[config.mk]
export PLATFORM = sky130hd
export DESIGN_NAME = team_06_clkmeasure_flat
export DESIGN_NICKNAME = d
export VERILOG_FILES = /design/src/rtl/team_06_clkmeasure_if.sv /design/src/rtl/team_06_clkmeasure.sv /design/src/flat_wrapper.sv
export SDC_FILE = /design/constraint.sdc
export NUM_CORES = 1
export LEC_CHECK = 0
export BUFFER_PORTS_ARGS = -buffer_cell sky130_fd_sc_hd__buf_2
export CAP_MARGIN = 5
export CORE_MARGIN = 2
export CORE_UTILIZATION = 45
export CTS_CLUSTER_SIZE = 14
export DETAILED_ROUTE_END_ITERATION = 10
export HOLD_SLACK_MARGIN = 0.15
export PLACE_DENSITY_LB_ADDON = 0.05
export RECOVER_POWER = 50
export SLEW_MARGIN = 5
export SYNTH_ARGS = -nofsm -noshare
export SYNTH_HDL_FRONTEND = slang
export SYNTH_SLANG_ARGS = --single-unit
[constraint.sdc]
create_clock -name clk -period 2.15 [get_ports clk]
set_input_delay 0.215 -clock clk [delete_from_list [all_inputs] [get_ports clk]]
set_output_delay 0.215 -clock clk [all_outputs]
set_load 0.02 [all_outputs]
[src/rtl/team_06_clkmeasure_if.sv]
// team_06_clkmeasure_if: control and result signals of the period/duty measurement block
interface team_06_clkmeasure_if #(parameter int WIDTH = 16);
  logic             en;
  logic             sig_in;
  logic [WIDTH-1:0] period;
  logic [WIDTH-1:0] high_time;
  logic             valid;
  logic             locked;
  logic             timeout;
  modport master(output en, sig_in, input period, high_time, valid, locked, timeout);
  modport slave(input en, sig_in, output period, high_time, valid, locked, timeout);
endinterface

[src/rtl/team_06_clkmeasure.sv]
// team_06_clkmeasure: recovers period and high time of a slow square wave in clk cycles
module team_06_clkmeasure #(
  parameter int WIDTH = 16
) (
  input logic                  clk,
  input logic                  nrst,
  team_06_clkmeasure_if.slave  bus
);
  localparam logic [WIDTH-1:0] MAX = '1;
  localparam logic [WIDTH-1:0] ONE = WIDTH'(1);
  typedef enum logic [1:0] {IDLE, ARM, MEASURE} state_t;
  state_t           state;
  logic             s1, s2, s3;
  logic             rise, fall;
  logic [WIDTH-1:0] cnt, hcnt, hold_high;
  assign rise = s2 & ~s3;
  assign fall = ~s2 & s3;
  // two-flop synchronizer plus one extra stage for edge detection
  always_ff @(posedge clk or negedge nrst)
    if (!nrst) {s1, s2, s3} <= 3'b000;
    else {s1, s2, s3} <= {bus.sig_in, s1, s2};
  // measurement FSM; disable takes priority over every edge and over timeout
  always_ff @(posedge clk or negedge nrst) begin
    if (!nrst) begin
      state         <= IDLE;
      cnt           <= '0;
      hcnt          <= '0;
      hold_high     <= '0;
      bus.period    <= '0;
      bus.high_time <= '0;
      bus.valid     <= 1'b0;
      bus.locked    <= 1'b0;
      bus.timeout   <= 1'b0;
    end else begin
      bus.valid <= 1'b0;
      if (!bus.en) begin
        state      <= IDLE;
        cnt        <= '0;
        hcnt       <= '0;
        bus.locked <= 1'b0;
      end else begin
        case (state)
          IDLE: state <= ARM;
          ARM:
            if (rise) begin
              cnt   <= ONE;
              hcnt  <= ONE;
              state <= MEASURE;
            end
          default:
            if (rise) begin
              bus.period    <= cnt;
              bus.high_time <= hold_high;
              bus.valid     <= 1'b1;
              bus.locked    <= 1'b1;
              bus.timeout   <= 1'b0;
              cnt           <= ONE;
              hcnt          <= ONE;
            end else if (cnt == MAX) begin
              bus.timeout <= 1'b1;
              bus.locked  <= 1'b0;
              cnt         <= '0;
              hcnt        <= '0;
              state       <= ARM;
            end else begin
              cnt <= cnt + ONE;
              if (s2 && hcnt != MAX) hcnt <= hcnt + ONE;
              if (fall) hold_high <= hcnt;
            end
        endcase
      end
    end
  end
endmodule

[src/flat_wrapper.sv]
// flat-port wrapper written by rule: the top's interface ports become plain ports
module team_06_clkmeasure_flat 
#(
  parameter int WIDTH = 16
)
  (clk, nrst, bus_en, bus_sig_in, bus_period, bus_high_time, bus_valid, bus_locked, bus_timeout);
  team_06_clkmeasure_if #(.WIDTH(WIDTH)) bus_i ();
  input logic clk;
  input logic nrst;
  input wire logic [$bits(bus_i.en)-1:0] bus_en;
  input wire logic [$bits(bus_i.sig_in)-1:0] bus_sig_in;
  output wire logic [$bits(bus_i.period)-1:0] bus_period;
  output wire logic [$bits(bus_i.high_time)-1:0] bus_high_time;
  output wire logic [$bits(bus_i.valid)-1:0] bus_valid;
  output wire logic [$bits(bus_i.locked)-1:0] bus_locked;
  output wire logic [$bits(bus_i.timeout)-1:0] bus_timeout;
  assign bus_i.en = bus_en;
  assign bus_i.sig_in = bus_sig_in;
  assign bus_period = bus_i.period;
  assign bus_high_time = bus_i.high_time;
  assign bus_valid = bus_i.valid;
  assign bus_locked = bus_i.locked;
  assign bus_timeout = bus_i.timeout;
  team_06_clkmeasure #(.WIDTH(WIDTH)) u_core (.clk(clk), .nrst(nrst), .bus(bus_i));
endmodule
==> metrics.yaml <==
outcome: "finished, final reports clean"
die_area_um2: 9880
placed_cell_count: 583
globalRoute.totalOverflow: 0
fp.dieH_um: 99.4
register_bit_total_from_synthesis: 88
placedInstanceArea_um2: 4650
post_synth_inst_count: 422
post_layout_nets: 496
leakage_uw: 0.00241
max_cap_violations: 0
synth-edff-count: 0
setup_viol: 0
postLayoutCellArea_um2: 4890
maximum_clock_frequency_mhz: 493
multiInputGateArea_um2: 1740
grt_start_max_net_pins: 39
timing.critical_path.fanout_max: 6
period_minus_slack_ns: 2.03
portBuffers: 38
filler_cell_count: 805
synth_nets: 428
post_cts_resize_count: 0
clk_latency_ns: 0.36
netlist.area_leader.share_pct: 53.8
worst_ep_arrival_time_ns: 2.27
setup_total_negative_slack_ns: 0
worst_hold_path_type: "in -> reg"
drt-total-wl_mm: 9.24
dr_total_vias: 3294
io-pin-count: 39
via_per_inst: 5.46
synth.top_cells.by_count: "sky130_fd_sc_hd__nand2_1, sky130_fd_sc_hd__dfrtp_1, sky130_fd_sc_hd__a31oi_1"
post_synth.cell_area_avg_um2: 9.71
yosysWarningCount: 0
clk_transition_reported_paths_ns: 0.09
route.detailed.drc: 0
synth-main-ff-cell: "sky130_fd_sc_hd__dfrtp_1"
die_width_um: 99.4
timing.final.crit_share_pct: 94.4
timing.final.hold_violations: 0
drt_first_pass_iters: 4
critical_path.startpoint_type: "register"
layout-area-overhead-vs-synth_pct: 19.5
antenna_found_initial: 0
clock_path_buffers: 2
core_area_um2: 8760
yosys.cell_count.top_type: "sky130_fd_sc_hd__nand2_1"
yosys-top-cells-area: "sky130_fd_sc_hd__dfrtp_1, sky130_fd_sc_hd__nand2_1, sky130_fd_sc_hd__a31oi_1, sky130_fd_sc_hd__mux2_1, sky130_fd_sc_hd__o21ai_0"
skew_ns: 0.0133
required_ns: 2.39
setup_repair_after_global_routing_missed_its_margin: "false"
finalMaxSlewViolations: 0
worst_slew_pin_slew_ns: 0.957
critical_path_class: "reg -> reg"
numCtsBuffers: 9
initial_core_util_pct: 46.7
synthArstFlopShare_pct: 100
p_per_area_nw_per_um2: 686
gr-usage-all-layers_pct: 20.3
antenna_cells_inserted: 0
ys_seq_area_share_pct: 53.8
yosys.cell_types.count: 52
final-instance-count-excl-fill: 603
cts.root.buffer_cell: "sky130_fd_sc_hd__clkbuf_8"
drtIter0Drc: 202
drive_above_1_share_pct: 19.8
cts_sinks: 88
final_antenna_net_count: 0
synth.cell_area_um2: 4100
netlist.top_cell.by_area: "sky130_fd_sc_hd__dfrtp_1"
place_hpwl_mm: 6.41
grt_pass1_wl_mm: 15.9
route.detailed.wl_per_inst_um: 15.3
max-slew-margin-rel_pct: 36.1
grt_pass1_vias: 3223
final_core_utilization_pct: 55.9
placementRows: 34
htree_num_levels: 3
cts_tree: "yes"
critical_path.endpoint_type: "register"
gp_routability_congestion: 0.887
peakVddDrop_v: 0.000305
sequential_cell_area_um2: 2200
[timing repair]
item / in CTS / in global routing
hold buffers: 2 / 0
hold endpoints to repair: 67 / 0
setup buffers: 0 / 2
endpoints found under the setup margin: 0 / 19
[power by group]
part,internal (µW),switching [µW]
clock network,693,634
registers,1690,22.8
logic,121,195
total,2500,852
[through the flow]
step	hold WS, ns	setup WS (ns)	total power, µW
5_1_grt	0.185	0.0206	3480
4_1_cts	0.173	0.0721	3380
3_3_place_gp	0.166	0.174	2060
6_report	0.186	0.120	3360
3_5_place_dp	0.166	0.115	2060
2_1_floorplan	-0.0806	0.191	1910
[cells by family (layout without fill, tap and decap cells)]
| logic type | Yosys count | count (layout) | synth area share [%] |
|---|---|---|---|
| simple gates | 184 | 184 | 21.3 |
| compound gates | 92 | 92 | 14.9 |
| flops | 88 | 88 | 53.8 |
| buf+inv | 36 | 109 | 4.06 |
| mux | 20 | 20 | 5.41 |
| fa+ha+maj | 2 | 2 | 0.611 |
[registers in the layout, summed over array words and instances (netlist names)]
name and count:
u_core.bus.high_time 16, u_core.bus.locked 1, u_core.bus.period 16, u_core.bus.timeout 1
u_core.bus.valid 1, u_core.cnt 16, u_core.hcnt 16, u_core.hold_high 16
u_core.s1 1, u_core.s2 1, u_core.s3 1, u_core.state 2
[layer usage]
layer / share of wire (%) / vias to the layer above / GRT usage [%]
met5: 0 / - / 0
met4: 0.87 / 0 / 5.90
met3: 3.7 / 8 / 4.01
met2: 46 / 64 / 32.0
met1: 49 / 1595 / 28.7
li1: - / 1627 / -
[placed cells by master, fill, tap and decap left out, types with 2 or more instances in the layout]
cell type	count
sky130_fd_sc_hd__nand2_1	105
sky130_fd_sc_hd__dfrtp_1	88
sky130_fd_sc_hd__buf_4	35
sky130_fd_sc_hd__buf_2	23
sky130_fd_sc_hd__a31oi_1	21
sky130_fd_sc_hd__o21ai_0	17
sky130_fd_sc_hd__a21oi_1	16
sky130_fd_sc_hd__nand3_1	15
sky130_fd_sc_hd__nor2_1	15
sky130_fd_sc_hd__clkbuf_1	14
sky130_fd_sc_hd__inv_1	13
sky130_fd_sc_hd__mux2_1	11
sky130_fd_sc_hd__clkbuf_8	10
sky130_fd_sc_hd__nand2b_1	8
sky130_fd_sc_hd__a41oi_1	8
sky130_fd_sc_hd__nand4_1	7
sky130_fd_sc_hd__o22ai_1	6
sky130_fd_sc_hd__and3_1	6
sky130_fd_sc_hd__mux2_2	6
sky130_fd_sc_hd__nor3_1	5
sky130_fd_sc_hd__and2_1	5
sky130_fd_sc_hd__a22o_1	4
sky130_fd_sc_hd__o21ai_1	4
sky130_fd_sc_hd__buf_12	4
sky130_fd_sc_hd__nand3b_1	3
sky130_fd_sc_hd__mux2i_1	3
sky130_fd_sc_hd__nand2_2	2
sky130_fd_sc_hd__nor2b_1	2
sky130_fd_sc_hd__nand4_2	2
sky130_fd_sc_hd__nor4_1	2
sky130_fd_sc_hd__and4_1	2
sky130_fd_sc_hd__ha_1	2
sky130_fd_sc_hd__bufinv_16	2
sky130_fd_sc_hd__inv_6	2
sky130_fd_sc_hd__dlygate4sd3_1	2
sky130_fd_sc_hd__clkbuf_2	2
[worst paths after layout]
check	start	to	slack (ns)	depth (start not counted)
min in group asynchronous	nrst	u_core.bus.period[4]$_DFFE_PN0P_	0.43	2
max in group asynchronous	nrst	u_core.hcnt[0]$_DFFE_PN0P_	0.66	3
worst max-delay path	u_core.hcnt[5]$_DFFE_PN0P_	u_core.hcnt[15]$_DFFE_PN0P_	0.12	6
worst min register to register	u_core.s1$_DFF_PN0_	u_core.s2$_DFF_PN0_	0.36	0
worst min-delay path	bus_en	u_core.state[0]$_DFFE_PN0P_	0.19	2
worst max register to register	u_core.hcnt[5]$_DFFE_PN0P_	u_core.hcnt[15]$_DFFE_PN0P_	0.12	6
[final cells by class]
| cell class | instances | area share (%) |
|---|---|---|
| clock inverters | 6 | 1.84 |
| inverters | 13 | 0.997 |
| multi-input cells | 298 | 35.6 |
| well taps | 108 | 2.76 |
| repair buffers | 80 | 11.0 |
| flip-flops and latches | 88 | 45.0 |
| clock buffers | 10 | 2.81 |
[worst max-delay path: stages (launching register included)]
cell	delay, ns
sky130_fd_sc_hd__dfrtp_1	0.45
sky130_fd_sc_hd__nand4_1	0.22
sky130_fd_sc_hd__buf_4	0.21
sky130_fd_sc_hd__nor4_1	0.45
sky130_fd_sc_hd__nand3_1	0.17
sky130_fd_sc_hd__a221oi_1	0.29
sky130_fd_sc_hd__o22ai_1	0.11
No activity file was read; power rests on OpenSTA's default activity.
